[config.mk]
export PLATFORM = sky130hd
export DESIGN_NAME = mem_port_arbiter
export DESIGN_NICKNAME = d
export VERILOG_FILES = /design/src/rtl/mem_port_arbiter.sv
export SDC_FILE = /design/constraint.sdc
export NUM_CORES = 1
export LEC_CHECK = 0
export BUFFER_PORTS_ARGS = -buffer_cell sky130_fd_sc_hd__buf_2
export CELL_PAD_IN_SITES_DETAIL_PLACEMENT = 1
export CELL_PAD_IN_SITES_GLOBAL_PLACEMENT = 2
export CORE_MARGIN = 3
export CORE_UTILIZATION = 31
export CTS_CLUSTER_DIAMETER = 50
export DETAILED_ROUTE_END_ITERATION = 7
export PLACE_DENSITY_LB_ADDON = 0.1
export SLEW_MARGIN = 5
export SYNTH_ARGS = -nofsm -noshare
export SYNTH_HDL_FRONTEND = slang
export SYNTH_SLANG_ARGS = --single-unit
[constraint.sdc]
create_clock -name clk -period 4.25 [get_ports clk]
set_input_delay 0.2125 -clock clk [delete_from_list [all_inputs] [get_ports clk]]
set_output_delay 0.2125 -clock clk [all_outputs]
set_load 0.01 [all_outputs]
[src/rtl/mem_port_arbiter.sv]
// Two-port round-robin arbiter in front of a single-port memory with a fixed
// read latency. Serialises accesses and returns read data with an rvalid pulse.
module mem_port_arbiter #(
  parameter int word_size = 16,
  parameter int addr_size = 16,
  parameter int rd_lat    = 1
) (
  input  logic                 clk,
  input  logic                 rst,
  input  logic                 p0_req,
  input  logic                 p0_we,
  input  logic [addr_size-1:0] p0_addr,
  input  logic [word_size-1:0] p0_wdata,
  output logic                 p0_gnt,
  output logic                 p0_rvalid,
  output logic [word_size-1:0] p0_rdata,
  input  logic                 p1_req,
  input  logic                 p1_we,
  input  logic [addr_size-1:0] p1_addr,
  input  logic [word_size-1:0] p1_wdata,
  output logic                 p1_gnt,
  output logic                 p1_rvalid,
  output logic [word_size-1:0] p1_rdata,
  output logic [addr_size-1:0] mem_addr,
  output logic [word_size-1:0] mem_wdata,
  output logic                 mem_write,
  input  logic [word_size-1:0] mem_rdata,
  output logic                 busy
);

  typedef enum logic [1:0] {IDLE, ISSUE, WAIT} state_t;

  localparam logic [3:0] cnt_load = 4'(rd_lat - 1);

  state_t               state, state_nx;
  logic                 last_winner, last_winner_nx;
  logic                 winner, winner_nx;
  logic                 we_q, we_nx;
  logic [3:0]           cnt, cnt_nx;
  logic [1:0]           gnt_q, gnt_nx;
  logic [1:0]           rvalid_q, rvalid_nx;
  logic [addr_size-1:0] addr_nx;
  logic [word_size-1:0] wdata_nx;
  logic                 write_nx;
  logic                 busy_nx;
  logic [word_size-1:0] rdata0_nx, rdata1_nx;
  logic                 sel;

  // Every output is the registered image of the next-state logic, so grant,
  // write strobe and address all appear together in the ISSUE cycle.
  always_comb begin
    state_nx       = state;
    last_winner_nx = last_winner;
    winner_nx      = winner;
    we_nx          = we_q;
    cnt_nx         = cnt;
    gnt_nx         = '0;
    rvalid_nx      = '0;
    addr_nx        = mem_addr;
    wdata_nx       = mem_wdata;
    write_nx       = 1'b0;
    rdata0_nx      = p0_rdata;
    rdata1_nx      = p1_rdata;
    sel            = 1'b0;

    case (state)
      IDLE: begin
        if (p0_req || p1_req) begin
          if (p0_req && p1_req) sel = ~last_winner;
          else                  sel = p1_req;
          winner_nx      = sel;
          last_winner_nx = sel;
          we_nx          = sel ? p1_we    : p0_we;
          addr_nx        = sel ? p1_addr  : p0_addr;
          wdata_nx       = sel ? p1_wdata : p0_wdata;
          write_nx       = sel ? p1_we    : p0_we;
          gnt_nx[sel]    = 1'b1;
          state_nx       = ISSUE;
        end
      end
      ISSUE: begin
        if (we_q) begin
          state_nx = IDLE;
        end else begin
          state_nx = WAIT;
          cnt_nx   = cnt_load;
        end
      end
      WAIT: begin
        if (cnt == '0) begin
          state_nx          = IDLE;
          rvalid_nx[winner] = 1'b1;
          if (winner) rdata1_nx = mem_rdata;
          else        rdata0_nx = mem_rdata;
        end else begin
          cnt_nx = cnt - 4'd1;
        end
      end
      default: state_nx = IDLE;
    endcase

    busy_nx = (state_nx != IDLE);
  end

  always_ff @(posedge clk or posedge rst) begin
    if (rst) begin
      state       <= IDLE;
      last_winner <= 1'b1;
      winner      <= 1'b0;
      we_q        <= 1'b0;
      cnt         <= '0;
      gnt_q       <= '0;
      rvalid_q    <= '0;
      mem_addr    <= '0;
      mem_wdata   <= '0;
      mem_write   <= 1'b0;
      busy        <= 1'b0;
      p0_rdata    <= '0;
      p1_rdata    <= '0;
    end else begin
      state       <= state_nx;
      last_winner <= last_winner_nx;
      winner      <= winner_nx;
      we_q        <= we_nx;
      cnt         <= cnt_nx;
      gnt_q       <= gnt_nx;
      rvalid_q    <= rvalid_nx;
      mem_addr    <= addr_nx;
      mem_wdata   <= wdata_nx;
      mem_write   <= write_nx;
      busy        <= busy_nx;
      p0_rdata    <= rdata0_nx;
      p1_rdata    <= rdata1_nx;
    end
  end

  assign p0_gnt    = gnt_q[0];
  assign p1_gnt    = gnt_q[1];
  assign p0_rvalid = rvalid_q[0];
  assign p1_rvalid = rvalid_q[1];

endmodule

==> Word level (Yosys, flattened, before mapping) <==
Cells that the tools add are included.
W data, S select, Z words.
{ "op_classes": {"add_sub_neg": 1, "magnitude_cmp": 4, "n_eq_ne": 4, "mux": 23, "bitwise_logic": 2, "n_reduce_logical": 12} }
{ "op_table": {"columns": ["op", "n"], "rows": [
  ["$mux W16", 2],
  ["$mux W2", 7],
  ["$reduce_and A3 Y1", 3],
  ["$mux W1", 8],
  ["$mux W4", 2],
  ["$pmux W4 S2", 1],
  ["$pmux W2 S3", 1],
  ["$logic_not A4 Y1", 1],
  ["$lt A1 B2 Y1 const B", 2],
  ["$ne A2 B2 Y1 const B", 2],
  ["$reduce_bool A2 Y1", 2],
  ["$sub A4 B1 Y4 const B", 1],
  ["$logic_and A1 B1 Y1", 3],
  ["$demux W1 S1", 2],
  ["$eq A2 B1 Y1 const B", 1],
  ["$eq A2 B2 Y1 const B", 1],
  ["$ge A1 B1 Y1 const B", 2],
  ["$logic_not A2 Y1", 1],
  ["$not A1 Y1", 2],
  ["$reduce_and A2 Y1", 1],
  ["$logic_or A1 B1 Y1", 1]
]} }
{ "word_totals": {"regBits": 79, "inputBits": 86, "output_inout_bits": 70} }

==> Depth between registers and ports, before layout <==
Gate-level depths: netlist of the first run.
{ "logic_depth": {"word_depth": 10, "depth_mapped": 7, "ltp_nobuf": 5} }

==> Worst setup path after synthesis of the first run <==
No wires, ideal clock.
{ "synth_path": {"path_kind": "flip-flop to flip-flop", "startpoint": "reg cnt[0]", "endpoint": "reg p1_rdata[0]", "arrival_ps": 1700, "t_required_ps": 4125, "setup_slack_ps": 2425, "path_stages_with_launch": 8, "n_path_buf": 2, "path_cell_list": "dfrtp_1 inv_1 ha_1 nor3b_4 and3_1 buf_6 buf_12 mux2_4"} }
{ "synth_between": {"elab_chain_cells": 2} }
{ "synth_rtl": {"columns": ["item", "line", "source"], "rows": [
  ["start: declaration", "39", "logic [3:0] cnt, cnt_nx;"],
  ["start signal: assignment", "125", "cnt <= cnt_nx;"],
  ["$logic_not A4 Y1", "90", "if (cnt == '0) begin"],
  ["$reduce_and A3 Y1 (no source line)", null, null],
  ["end signal: assignment", "133", "p1_rdata <= rdata1_nx;"],
  ["end: declaration", "23", "output logic [word_size-1:0] p1_rdata,"]
]} }
Every way passes these cells.
A chain may end at the register's enable or synchronous reset.

==> Worst setup path after layout of the first run <==
{ "layout_path": {"startpoint": "reg state[1]", "endpoint": "reg mem_wdata[6]"} }
{ "layout_between": {"elab_chain_cells": 2} }
{ "layout_rtl": {"columns": ["item", "line", "source"], "rows": [
  ["start: declaration", "35", "state_t state, state_nx;"],
  ["start signal: assignment", "121", "state <= state_nx;"],
  ["$logic_not A2 Y1", "66", "case (state)"],
  ["$reduce_and A2 Y1 (no source line)", null, null],
  ["end signal: assignment", "129", "mem_wdata <= wdata_nx;"],
  ["end: declaration", "25", "output logic [word_size-1:0] mem_wdata,"]
]} }
Every way passes these cells.

==> results.cfg, run 1 <==
[yosys]
syn_area_mm2 = 0.00335
synth_top_family_by_area = compound AO/OA/AOI/OAI gates
yosysWarnings = 0
synth-simple-area-share = 0.114
synthFlopType = dfrtp_1
synthAdderAreaFrac = 0.00747
synth_cell_types = 36
synth_compound_area_frac = 0.132
syn_avg_cell_area_um2 = 12.8
yosysTopAreaCell = dfrtp_1
async_flop_share = 1.00
synth_xor_area_frac = 0
synthTopCellsByArea = dfrtp_1 (58%), mux2_2 (7.4%), a221o_1 (6.3%)
synthMostInstantiatedCell = dfrtp_1
yosysSeqAreaShare = 0.591
ys_ff_latch = 79
yosys-top-cells-count = dfrtp_1 (78), nand2_1 (27), and3_1 (23)
syn_inst = 262
synth_mux_area_frac = 0.118
synth_top_area_frac = 0.583
syn_nets = 350
synth_edf_count = 0

[sta]
finalHoldViolCount = 0
setup_viol = 0
max_freq_mhz = 368
layout_setup_ws_ns = 1.53
period_share = 0.640
tns_ns = 0
fin_crit_ns = 2.72
slew_headroom = 0.326
finalClockSkew_ns = 0.0117
timing.final.max_slew_violations = 0
rsz0062_at_grt = false
worst_pin_slew_ns = 1.01

[pwr]
power_density_mw_per_mm2 = 734
vdd.ir_drop.worst_mv = 0.228
leakage_uw = 0.00227

[global_route]
grt_pass1_wl_um = 14100
grt_remaining_overflow = 0
antenna_found_initial = 0
globalRouteTotalUtil = 0.152
grt_max_degree = 49
grt_pass1_vias = 2747

[worst_setup_path]
r2r_end = mem_wdata[6]
r2r_setup_slack_ns = 1.53
ff2ff_path_depth = 4
start_kind = flop
cp.arrival_ns = 2.92
crit_required_ns = 4.45
crit_fanout = 25
setup.worst_path.class = reg -> reg
cp-end-kind = flop
rr_startpoint = state[1]

[clock_network]
numCtsBuffers = 9
clkSlewWorstSetupHoldPaths_ns = 0.08
clockBufferDepth = 2
cts_hold_buf = 0
clock_sinks = 79
root_buffer = clkbuf_8
htree_levels = 3
cts-resized-gates = 0
cts_tree = built
cts_setup_buffers = 0
insertion_delay_ns = 0.34

[routing]
met3_wirelength_um = 653
route.top_layer_used = met4
wl_met2_um = 4440
wire_per_inst_um = 16.7
first_pass_iters = 4
vias = 2718
via_per_inst = 4.91
detail-route-antenna-nets = 0
met1_length_um = 4100
drt_iter0_drc = 96
drc = 0
wl_um = 9270

[floorplanning]
die_h_um = 110
die-area_mm2 = 0.0121
rows = 37
start_util = 0.321
die_w_um = 110
num_io_pins = 156
core_area_mm2 = 0.0104

[min_path]
hp-class = in -> async

[final_layout]
final_nets = 501
syn_to_final_growth_pct = 32.1
finalNonFillerCells = 554
drive_above_1_share = 0.512
post-route-cell-area_mm2 = 0.00442
diodes = 0

[run_status]
outcome = complete, no violations

[flow_run]
cap_violations = 0

[place]
post-place-ws_ns = 1.44
gp_congestion = 0.782
dp_hpwl_um = 6730
place_area_mm2 = 0.00421
numPortBuffers = 155
dp_cells = 538
worst max-delay path by stage:
stage / from / to / cells past startpoint
6_report: state[1] / mem_wdata[6] / 4
5_1_grt: state[1] / mem_wdata[4] / 4
3_5_place_dp: state[1] / mem_wdata[4] / 4
2_1_floorplan: rst / busy / 1
3_3_place_gp: state[1] / mem_wdata[0] / 4
4_1_cts: state[1] / mem_wdata[6] / 4
routing by layer:
layer  global-route usage  vias up
li1                     -     1270
met5                    0        -
met3               0.0352        9
met1                0.197     1341
met2                0.250       98
met4               0.0508        0
layout by cell type, fill, tap and decap left out, types with 4 or more instances in the layout:
cell        n
buf_2     155
dfrtp_1    78
nand2_1    27
and3_1     23
mux2_2     22
a221o_1    21
a21oi_1    14
a31oi_1    12
mux2_4      9
clkbuf_8    9
nand2b_1    5
inv_1       4
inv_6       4
flip-flops by register name, summed over array words and instances, names as in the netlist:
| register | flops |
|---|---|
| p0_rdata | 16 |
| p1_rdata | 16 |
| mem_addr | 16 |
| winner | 1 |
| last_winner | 1 |
| gnt_q | 2 |
| state | 2 |
| mem_wdata | 16 |
| mem_write | 1 |
| busy | 1 |
| cnt | 4 |
| we_q | 1 |
| rvalid_q | 2 |
kinds of logic (layout without fill, tap and decap cells):
family,Yosys count,after routing
compound gates,58,58
simple gates,68,68
flops,79,79
fa+ha+maj,2,2
buf+inv,23,179
mux,32,32
layout make-up:
type                       instances  area (µm²)
clock inverter                     7        85.1
tap                              136         170
sequential                        79        1980
fill                            1195        5990
multi-input combinational        160        1250
timing repair buffer             158         798
inverter                           5        20.0
clock buffer                       9         124
power by group:
group	leakage, µW	internal, µW	switching, µW	total, µW
Combinational	0.00121	653	694	1350
Sequential	0.000956	1110	205	1310
Clock	0.000107	285	301	586
worst max-delay path, cell delays in order (launching register included):
cell,delay [ns]
dfrtp_1,0.52
nor2_2,0.60
nand2_1,0.71
inv_1,0.60
a31oi_1,0.16
metrics by stage:
step           total power [µW]  hold WS, ns  utilization
4_1_cts                    3310       0.0238        0.425
5_1_grt                    3500       0.0687        0.425
6_report                   3250       0.0108        0.425
3_5_place_dp               2710        0.409        0.405
3_3_place_gp               2670        0.408        0.405
2_1_floorplan              2160        0.329            -
Note: power is estimated with default switching activity, not from simulation.
==> inputs of run 2 (changes only) <==
- CORE_UTILIZATION: 31 -> 26
- clock period: 4.25 -> 2.2 ns (I/O delays scaled with it)
==> run 2 against run 1 <==
  * Critical path type unchanged
  * Cell area increased by 9.5%
  * Via count is 2.5% higher
  * Clock skew fell by 0.0079 ns
  * Largest cell class unchanged
  * Core utilization is 3.1 points lower
==> results.cfg, run 2 (synthesis results as in run 1) <==
[final_layout]
ff_latch_area_mm2 = 0.00198
diodes = 0
mostFrequentLayoutCell = buf_2
most-common-layout-cells = buf_2 (155), dfrtp_1 (78), nand2_1 (27)
n_fill_cell = 1431
final_nets = 528
drive_above_1_share = 0.492
syn_to_final_growth_pct = 44.7
multi_input_area_mm2 = 0.00125

[clock_network]
numCtsBuffers = 9
cts_setup_buffers = 0
clkSlewWorstSetupHoldPaths_ns = 0.06
root_buffer = clkbuf_16
insertion_delay_ns = 0.34
cts_hold_buf = 21
htree_levels = 3
cts-resized-gates = 0
cts_tree = built
clockBufferDepth = 2
clock_sinks = 79

[floorplanning]
rows = 40
die_h_um = 119
core_area_mm2 = 0.0123
num_io_pins = 156
start_util = 0.272
die-area_mm2 = 0.0143
die_w_um = 119

[sta]
timing.final.max_slew_violations = 0
finalHoldViolCount = 0
setup_viol = 0
layout_setup_ws_ns = 0.234
rsz0062_at_grt = false
finalClockSkew_ns = 0.00374
worst_pin_slew_ns = 0.505
max_freq_mhz = 509
slew_headroom = 0.663
fin_crit_ns = 1.97
tns_ns = 0
period_share = 0.894

[routing]
drc = 0
vias = 2787
wl_um = 10000
wire_per_inst_um = 16.4
first_pass_iters = 4
detail-route-antenna-nets = 0
via_per_inst = 4.55
drt_iter0_drc = 109

[worst_setup_path]
r2r_setup_slack_ns = 0.23
crit_fanout = 17
rr_startpoint = cnt[0]
crit_required_ns = 2.43
cp-end-kind = flop
cp.arrival_ns = 2.19
start_kind = flop
setup.worst_path.class = reg -> reg
ff2ff_path_depth = 6
r2r_end = p1_rdata[2]

[global_route]
use_met3 = 0.0617
top_usage_layer = met2
grt_use_met1 = 0.180
globalRouteTotalUtil = 0.146
use_met2 = 0.230
antenna_found_initial = 1
grt_max_degree = 55
grt_pass1_wl_um = 16500
grt_pass1_vias = 3095
grt_remaining_overflow = 0

[min_path]
min_to = p1_rdata[13]
min_path_cells = 2
hp-start = mem_rdata[13]
hp-class = in -> reg

[pwr]
leakage_uw = 0.00244
netSwitchingFraction = 0.353
power_density_mw_per_mm2 = 1410
clkPwrFrac = 0.224
power_switching_uw = 2400
internal_power_uw = 4410
seqPwrFrac = 0.373
p_comb_frac = 0.403
vdd.ir_drop.worst_mv = 0.499

[place]
numPortBuffers = 155
post-place-ws_ns = 0.225
dp_hpwl_um = 6950
gp_congestion = 0.711

[flow_run]
cap_violations = 0

[run_status]
outcome = complete, no violations
[run 2: worst max-delay path by stage]
stage,startpoint,end,depth (start not counted)
2_1_floorplan,rst,busy,1
3_3_place_gp,cnt[0],p1_rdata[3],6
3_5_place_dp,cnt[0],p1_rdata[2],6
4_1_cts,cnt[0],p1_rdata[2],6
5_1_grt,cnt[0],p1_rdata[4],6
6_report,cnt[0],p1_rdata[2],6
[run 2: area by class of cell]
cell class                 count  share of cell area
clock inverter                 6              0.0142
inverter                       5             0.00413
multi-input combinational    160               0.257
timing repair buffer         185               0.223
sequential                    79               0.408
clock buffer                  10              0.0493
tap                          168              0.0434
[run 2: critical path: stages (launching register included)]
cell     delay, ns
dfrtp_1       0.40
inv_1         0.13
ha_1          0.20
nor3b_4       0.33
and3_1        0.26
buf_12        0.18
mux2_2        0.35
[run 2: routing by layer]
layer / part of all wire / wire, µm
met1: 0.44 / 4430
met2: 0.46 / 4570
met3: 0.084 / 845
met4: 0.016 / 156
met5: 0.0020 / 20
[run 2: power groups by stage]
stage / Sequential, µW / Combinational, µW / Clock [µW]
6_report: 2540 / 2750 / 1530
5_1_grt: 2640 / 3020 / 1660
4_1_cts: 2550 / 2810 / 1590
3_5_place_dp: 2560 / 2790 / 0
3_3_place_gp: 2570 / 2720 / 0
2_1_floorplan: 2800 / 1370 / 0
[run 2: metrics by stage]
| stage | instances | area (µm²) | hold WS [ns] | power [µW] | utilization |
|---|---|---|---|---|---|
| 6_report | 613 | 4840 | 0.0123 | 6820 | 0.393 |
| 5_1_grt | 613 | 4840 | 0.00331 | 7320 | 0.393 |
| 4_1_cts | 612 | 4830 | 0.000242 | 6950 | 0.393 |
| 3_5_place_dp | 575 | 4320 | 0.160 | 5350 | 0.351 |
| 3_3_place_gp | 575 | 4320 | 0.155 | 5290 | 0.351 |
| 2_1_floorplan | 262 | 3350 | 0.226 | 4170 | - |
